==> src/rtl/recursive_mult_err_monitor.sv <==
// Error monitor for an 8x8 approximate multiplier: accumulates |a*b - Y| over a window of SAMPLE_CNT samples.
// Optional MAX_ERR_TRACK_EN adds max_err / max_a / max_b tracking.
module recursive_mult_err_monitor #(
  parameter int SAMPLE_CNT = 256
) (
  input  logic        clk,
  input  logic        rst,
  input  logic        start,
  input  logic        in_valid,
  output logic        in_ready,
  input  logic [7:0]  a,
  input  logic [7:0]  b,
  input  logic [15:0] Y,
  output logic        busy,
  output logic        done,
  output logic [31:0] err_sum,
  output logic [15:0] err_cnt,
  output logic [15:0] sample_cnt
`ifdef MAX_ERR_TRACK_EN
  ,
  output logic [15:0] max_err,
  output logic [7:0]  max_a,
  output logic [7:0]  max_b
`endif
);

  typedef enum logic [1:0] {IDLE, RUN, DRAIN, DONE} state_t;

  state_t      state, stateNxt;
  logic [2:1]  vldPipe;
  logic        accept, clearWin, lastAccept;
  logic [7:0]  s1A, s1B;
  logic [15:0] s1Y, s1Prod, absErr;

  assign in_ready   = (state == RUN);
  assign busy       = (state == RUN) || (state == DRAIN);
  assign done       = (state == DONE);
  assign accept     = in_valid & in_ready;
  assign clearWin   = start & ((state == IDLE) || (state == DONE));
  assign lastAccept = accept && (sample_cnt == 16'(SAMPLE_CNT - 1));
  assign absErr     = (s1Prod >= s1Y) ? (s1Prod - s1Y) : (s1Y - s1Prod);

  always_ff @(posedge clk or posedge rst) begin
    if (rst) state <= IDLE;
    else     state <= stateNxt;
  end

  // DRAIN ends once the last sample has left stage 1 and sits in stage 2,
  // which is always exactly two cycles after the final acceptance.
  always_comb begin
    stateNxt = state;
    case (state)
      IDLE, DONE: if (start) stateNxt = RUN;
      RUN:        if (lastAccept) stateNxt = DRAIN;
      DRAIN:      if (vldPipe[2] && !vldPipe[1]) stateNxt = DONE;
      default:    stateNxt = IDLE;
    endcase
  end

  always_ff @(posedge clk or posedge rst) begin
    if (rst) begin
      vldPipe    <= '0;
      s1A        <= '0;
      s1B        <= '0;
      s1Y        <= '0;
      s1Prod     <= '0;
      err_sum    <= '0;
      err_cnt    <= '0;
      sample_cnt <= '0;
`ifdef MAX_ERR_TRACK_EN
      max_err    <= '0;
      max_a      <= '0;
      max_b      <= '0;
`endif
    end else begin
      vldPipe <= {vldPipe[1], accept};
      if (accept) begin
        s1A    <= a;
        s1B    <= b;
        s1Y    <= Y;
        s1Prod <= 16'(a) * 16'(b);
      end
      if (clearWin) begin
        err_sum    <= '0;
        err_cnt    <= '0;
        sample_cnt <= '0;
`ifdef MAX_ERR_TRACK_EN
        max_err    <= '0;
        max_a      <= '0;
        max_b      <= '0;
`endif
      end else begin
        if (accept) sample_cnt <= sample_cnt + 16'd1;
        if (vldPipe[1]) begin
          err_sum <= err_sum + {16'd0, absErr};
          if (absErr != 16'd0) err_cnt <= err_cnt + 16'd1;
`ifdef MAX_ERR_TRACK_EN
          // strict compare: ties keep the earlier sample's operands
          if (absErr > max_err) begin
            max_err <= absErr;
            max_a   <= s1A;
            max_b   <= s1B;
          end
`endif
        end
      end
    end
  end

endmodule

==> config.mk <==
export PLATFORM = sky130hd
export DESIGN_NAME = recursive_mult_err_monitor
export DESIGN_NICKNAME = d
export VERILOG_FILES = /design/src/rtl/recursive_mult_err_monitor.sv
export SDC_FILE = /design/constraint.sdc
export NUM_CORES = 1
export LEC_CHECK = 0
export CORE_ASPECT_RATIO = 1.1
export CORE_MARGIN = 3
export CORE_UTILIZATION = 58
export DETAILED_ROUTE_END_ITERATION = 12
export GPL_ROUTABILITY_DRIVEN = 0
export PLACE_DENSITY = 0.82
export SYNTH_ARGS = -nofsm -noshare
export SYNTH_HDL_FRONTEND = slang
export SYNTH_SLANG_ARGS = --single-unit
export TNS_END_PERCENT = 20
==> constraint.sdc <==
create_clock -name clk -period 6.25 [get_ports clk]
set_input_delay 1.875 -clock clk [delete_from_list [all_inputs] [get_ports clk]]
set_output_delay 1.875 -clock clk [all_outputs]
set_load 0.02 [all_outputs]
== Word level (Yosys, flattened, before mapping) ==
Index checks and enable logic that the tools add are counted.
Operators by class
  add/subtract/negate cells: 5
  multipliers: 1
  order comparisons: 1
  equal/unequal tests: 7
  mux-type cells: 12
  bitwise logic cells: 2
  reductions and logical operators: 13
Operator list (number)
  $mux 16: 6
  $mux 32: 2
  $add 16x1->16 const B: 2
  $add 32x16->32: 1
  $sub 16x16->16: 2
  $eq 16x8->1 const B: 1
  $ge 16x16->1: 1
  $mul 8x8->16: 1
  $reduce_bool 16->1: 1
  $mux 2: 3
  $pmux 2 s3: 1
  $reduce_bool 2->1: 3
  $eq 2x2->1 const B: 2
  $ne 2x1->1 const B: 2
  $reduce_and 3->1: 1
  $and 1x1->1: 2
  $eq 2x1->1 const B: 1
  $logic_and 1x1->1: 2
  $logic_not 2->1: 1
  $logic_or 1x1->1: 2
  $ne 2x2->1 const B: 1
  $reduce_and 2->1: 1
  $reduce_or 2->1: 1
  $logic_not 1->1: 1
Word-level totals
  register bits: 100
  bits of input ports: 36
  output and inout port bits: 67
  word-level logic and storage cells: 48

== Depth between registers and ports, before layout ==
  word-level depth: 6
  gate-level depth with buffers: 24
  mapped depth without buffers: 22

== Least setup slack after synthesis ==
Ideal clock, no wire load.
  path type: input to register
  from: input b[7]
  to: register s1Prod[15]
  library setup time: 0.134 ns
  data arrival time: 5.543 ns
  data required time: 6.116 ns
  setup slack: 0.574 ns
  cell stages on the path: 19
  path buffers: 0
  cell sequence: nand2_1 > fa_1 > fa_1 > inv_1 > fa_1 > inv_1 > fa_1 > inv_1 > ha_1 > inv_1 > a21oi_1 > o21ai_0 > a21oi_1 > o21ai_0 > nand2b_1 > a31oi_1 > a21oi_1 > xnor2_1 > o21ai_0
On the way
  longest elaborated chain between the ends: 1
Ends and longest elaborated chain
  start, declared: RTL line 12  | input logic [7:0] b,
  $mul 8x8->16: RTL line 81  | s1Prod <= 16'(a) * 16'(b);
  end signal, assigned: RTL line 81
  end, declared: RTL line 33  | logic [15:0] s1Y, s1Prod, absErr;
Every way passes these cells.
A chain may end at the register's enable or synchronous reset.

== Final worst setup path ==
  from: input b[3]
  to: register s1Prod[14]
Same word-level chain as after synthesis.

==> flow_summary.yaml <==
setup_path:
  endpoint_kind: "flop"
  critPathBufInv: 5
  start_kind: "primary input"
  slowest_delay_ps: 540
  path_delay_family: "adder cells"
  path_class: "primary input to flop"
  cp_cell_sequence: "clkdlybuf4s50_1 > buf_4 > and2_1 > fa_1 > ha_1 > inv_1 > fa_1 > fa_1 > inv_1 > ha_1 > inv_1 > o21ai_0 > a21oi_1 > o21ai_0 > a21oi_1 > o21ai_1 > nor4_1 > nor3_1 > xnor2_1 > o21ai_0"
  cp_data_arrival_time_ps: 6250
  path_max_fanout: 5
  crit_slowest_cell: "fa_1"
  worstPathRequired_ps: 6460
final_layout:
  seq_area_sq_mm: 0.00250
  fin_cells: 1315
  drive_above_1_share: 0.0695
  fin_util: 0.717
  antenna_cells: 0
  syn2layout_area_growth_pct: 18.9
  fillers: 1130
  nets: 1286
  multi_input_area_sq_mm: 0.00577
sta:
  slew-limit-headroom: 0.436
  setup_viol: 0
  finalWorstPathRequiredPeriod_ps: 6040
  drv_slew: 0
  finalHoldViolations: 0
  timing.final.ws_setup_ps: 208
  period_share: 0.967
  fin_skew_ps: 9.70
  tightest_slew_ps: 835
  rsz0062_at_grt: "no"
  fmax_mhz: 166
  setup_tns_ps: 0
  holdWs_ps: 482
floorplan:
  num_io_pins: 103
  fp.dieH_um: 135
  die_area_sq_mm: 0.0167
  start_util: 0.603
  dieWidth_um: 124
  row_count: 46
  coreArea_sq_mm: 0.0146
clock_tree:
  clock_sinks: 100
  tritoncts: "yes"
  cts_made_buffers: 9
  clockBufferDepth: 2
  hold_buffers: 0
  root_buffer: "clkbuf_16"
  clkTransAtPathRegs_ps: 70
  htreeDepth: 3
  clkLatencyLatePin_ps: 360
pwr:
  internal_power_w: 0.00295
  leakage_nw: 5.00
  switchingPower_w: 0.00298
  combPwrFrac: 0.740
  powerDensity_mw_per_mm2: 565
  ir_worst_vdd_v: 0.000303
  switching_share: 0.503
  p_clk_frac: 0.102
  seqPwrFrac: 0.158
routing:
  ant_nets: 0
  vias: 7616
  drt_iter0_drc: 667
  wl_per_cell_um: 15.3
  drc: 0
  met1_length_um: 8670
  first_pass_iters: 8
  route.met2.wl_um: 9760
  viasPerCell: 5.79
  wl_met3_um: 1130
  wirelength_um: 20100
  topRoutingLayerUsed: "met4"
synth:
  syn_inst: 1009
  netlist.area_leader.share: 0.284
  synth.distinct_cells: 70
  synthTopCellsByArea: "dfrtp_1 (28%), ha_1 (13%), fa_1 (8.9%)"
  synth_top_area_cell: "dfrtp_1"
  synthArstFlopShare: 1.00
  synth-seq-cells: 100
  synthFlopType: "dfrtp_1"
  synth.most_common_cell: "nand2_1"
  yosysSeqAreaShare: 0.284
  ys_warn_count: 0
  synth.net_count: 1177
  mappedNetlistArea_sq_mm: 0.00881
  synth_commonest_cells: "nand2_1 (106), inv_1 (101), dfrtp_1 (100)"
  synth_edf_count: 0
  syn_area_per_cell_sq_um: 8.73
grt:
  grt_max_degree: 65
  grt_pass1_vias: 7325
  grtUsageTotal: 0.249
  grt_remaining_overflow: 0
  grt_antenna_before_repair: 0
  grt_pass1_wl_um: 33900
placement:
  post-dp-hpwl_um: 15400
  dp_slack_ps: -259
  port_buffers: 102
  place_inst: 1299
flow_run:
  maxCapViolations: 0
hold_path:
  min_path_type: "flop to flop"
status:
  outcome: "completed"
[cells in the final DEF, fill, tap and decap left out, drive strengths merged, types with 8 or more instances in the layout]
master / Yosys / routed
nor3: 13 / 13
a21oi: 46 / 46
o21ai: 84 / 84
fa: 39 / 39
or3: 8 / 8
clkdlybuf4s50: 0 / 100
a21o: 18 / 18
a31oi: 8 / 8
nor2: 81 / 81
clkbuf: 22 / 9
and2: 49 / 49
nand3: 19 / 19
a211oi: 11 / 11
buf: 14 / 32
ha: 93 / 93
o31ai: 12 / 12
inv: 101 / 106
mux2i: 14 / 14
xnor2: 19 / 19
xor2: 31 / 31
and3: 17 / 17
nand4: 11 / 11
dfrtp: 100 / 100
o21a: 12 / 12
nand2: 107 / 107
[per-stage QoR]
step	power [W]	cell area [sq um]
after floorplan	0.00423	8810
after global placement	0.00513	10100
after detailed placement	0.00523	10100
after CTS	0.00587	10500
after global routing	0.00643	10500
final	0.00592	10500
[flip-flops by register name, indices dropped and copies added, names as in the netlist]
| signal | flops |
|---|---|
| err_cnt | 16 |
| s1Y | 16 |
| state | 2 |
| vldPipe | 2 |
| sample_cnt | 16 |
| err_sum | 32 |
| s1Prod | 16 |
[path summary, 6_finish.rpt]
| check | start | to | slack [ps] | cells past startpoint |
|---|---|---|---|---|
| min reg2reg | err_cnt[15]$_DFFE_PP0P_ | err_cnt[15]$_DFFE_PP0P_ | 480 | 1 |
| max | b[3] | s1Prod[14]$_DFFE_PP0P_ | 210 | 20 |
| min | err_cnt[15]$_DFFE_PP0P_ | err_cnt[15]$_DFFE_PP0P_ | 480 | 1 |
| max reg2reg | s1Y[2]$_DFFE_PP0P_ | err_sum[16]$_DFFE_PP0P_ | 560 | 20 |
| max in group asynchronous | rst | err_sum[26]$_DFFE_PP0P_ | 3250 | 3 |
| min in group asynchronous | rst | err_sum[31]$_DFFE_PP0P_ | 2030 | 2 |
[repair_timing]
action | 4_1_cts | 5_1_grt
buffers inserted | 0 | 0
setup endpoints to repair | 0 | 6
resized for setup | 0 | 10
[routing by layer]
metal  GRT usage  vias to the layer above
met3      0.0338                       36
met4      0.0929                        0
met1       0.332                     3660
met2       0.414                      248
met5           0                        -
li1            -                     3672
[cell type report]
cell class,instances,area share
multi-input combinational,772,0.551
tap,192,0.0229
clock buffer,9,0.0215
timing repair buffer,134,0.121
inverter,101,0.0364
clock inverter,7,0.00824
sequential,100,0.239
[cell families after synthesis]
logic type / after synthesis / synth area share
flip-flops: 100 / 0.284
AND/OR/NAND/NOR: 338 / 0.189
XOR/XNOR: 50 / 0.0497
buffers and inverters: 137 / 0.0639
AO/OA/AOI/OAI: 237 / 0.176
multiplexers: 15 / 0.0172
adder cells (fa/ha/maj): 132 / 0.221
[power groups by stage]
stage               registers (W)  clock network (W)  logic [W]
finish                   0.000938           0.000602    0.00438
global placement         0.000944                  0    0.00418
detailed placement       0.000950                  0    0.00428
global route             0.000960           0.000633    0.00484
floorplan                0.000969                  0    0.00326
CTS                      0.000939           0.000609    0.00432
(Power assumes the default switching activity.)
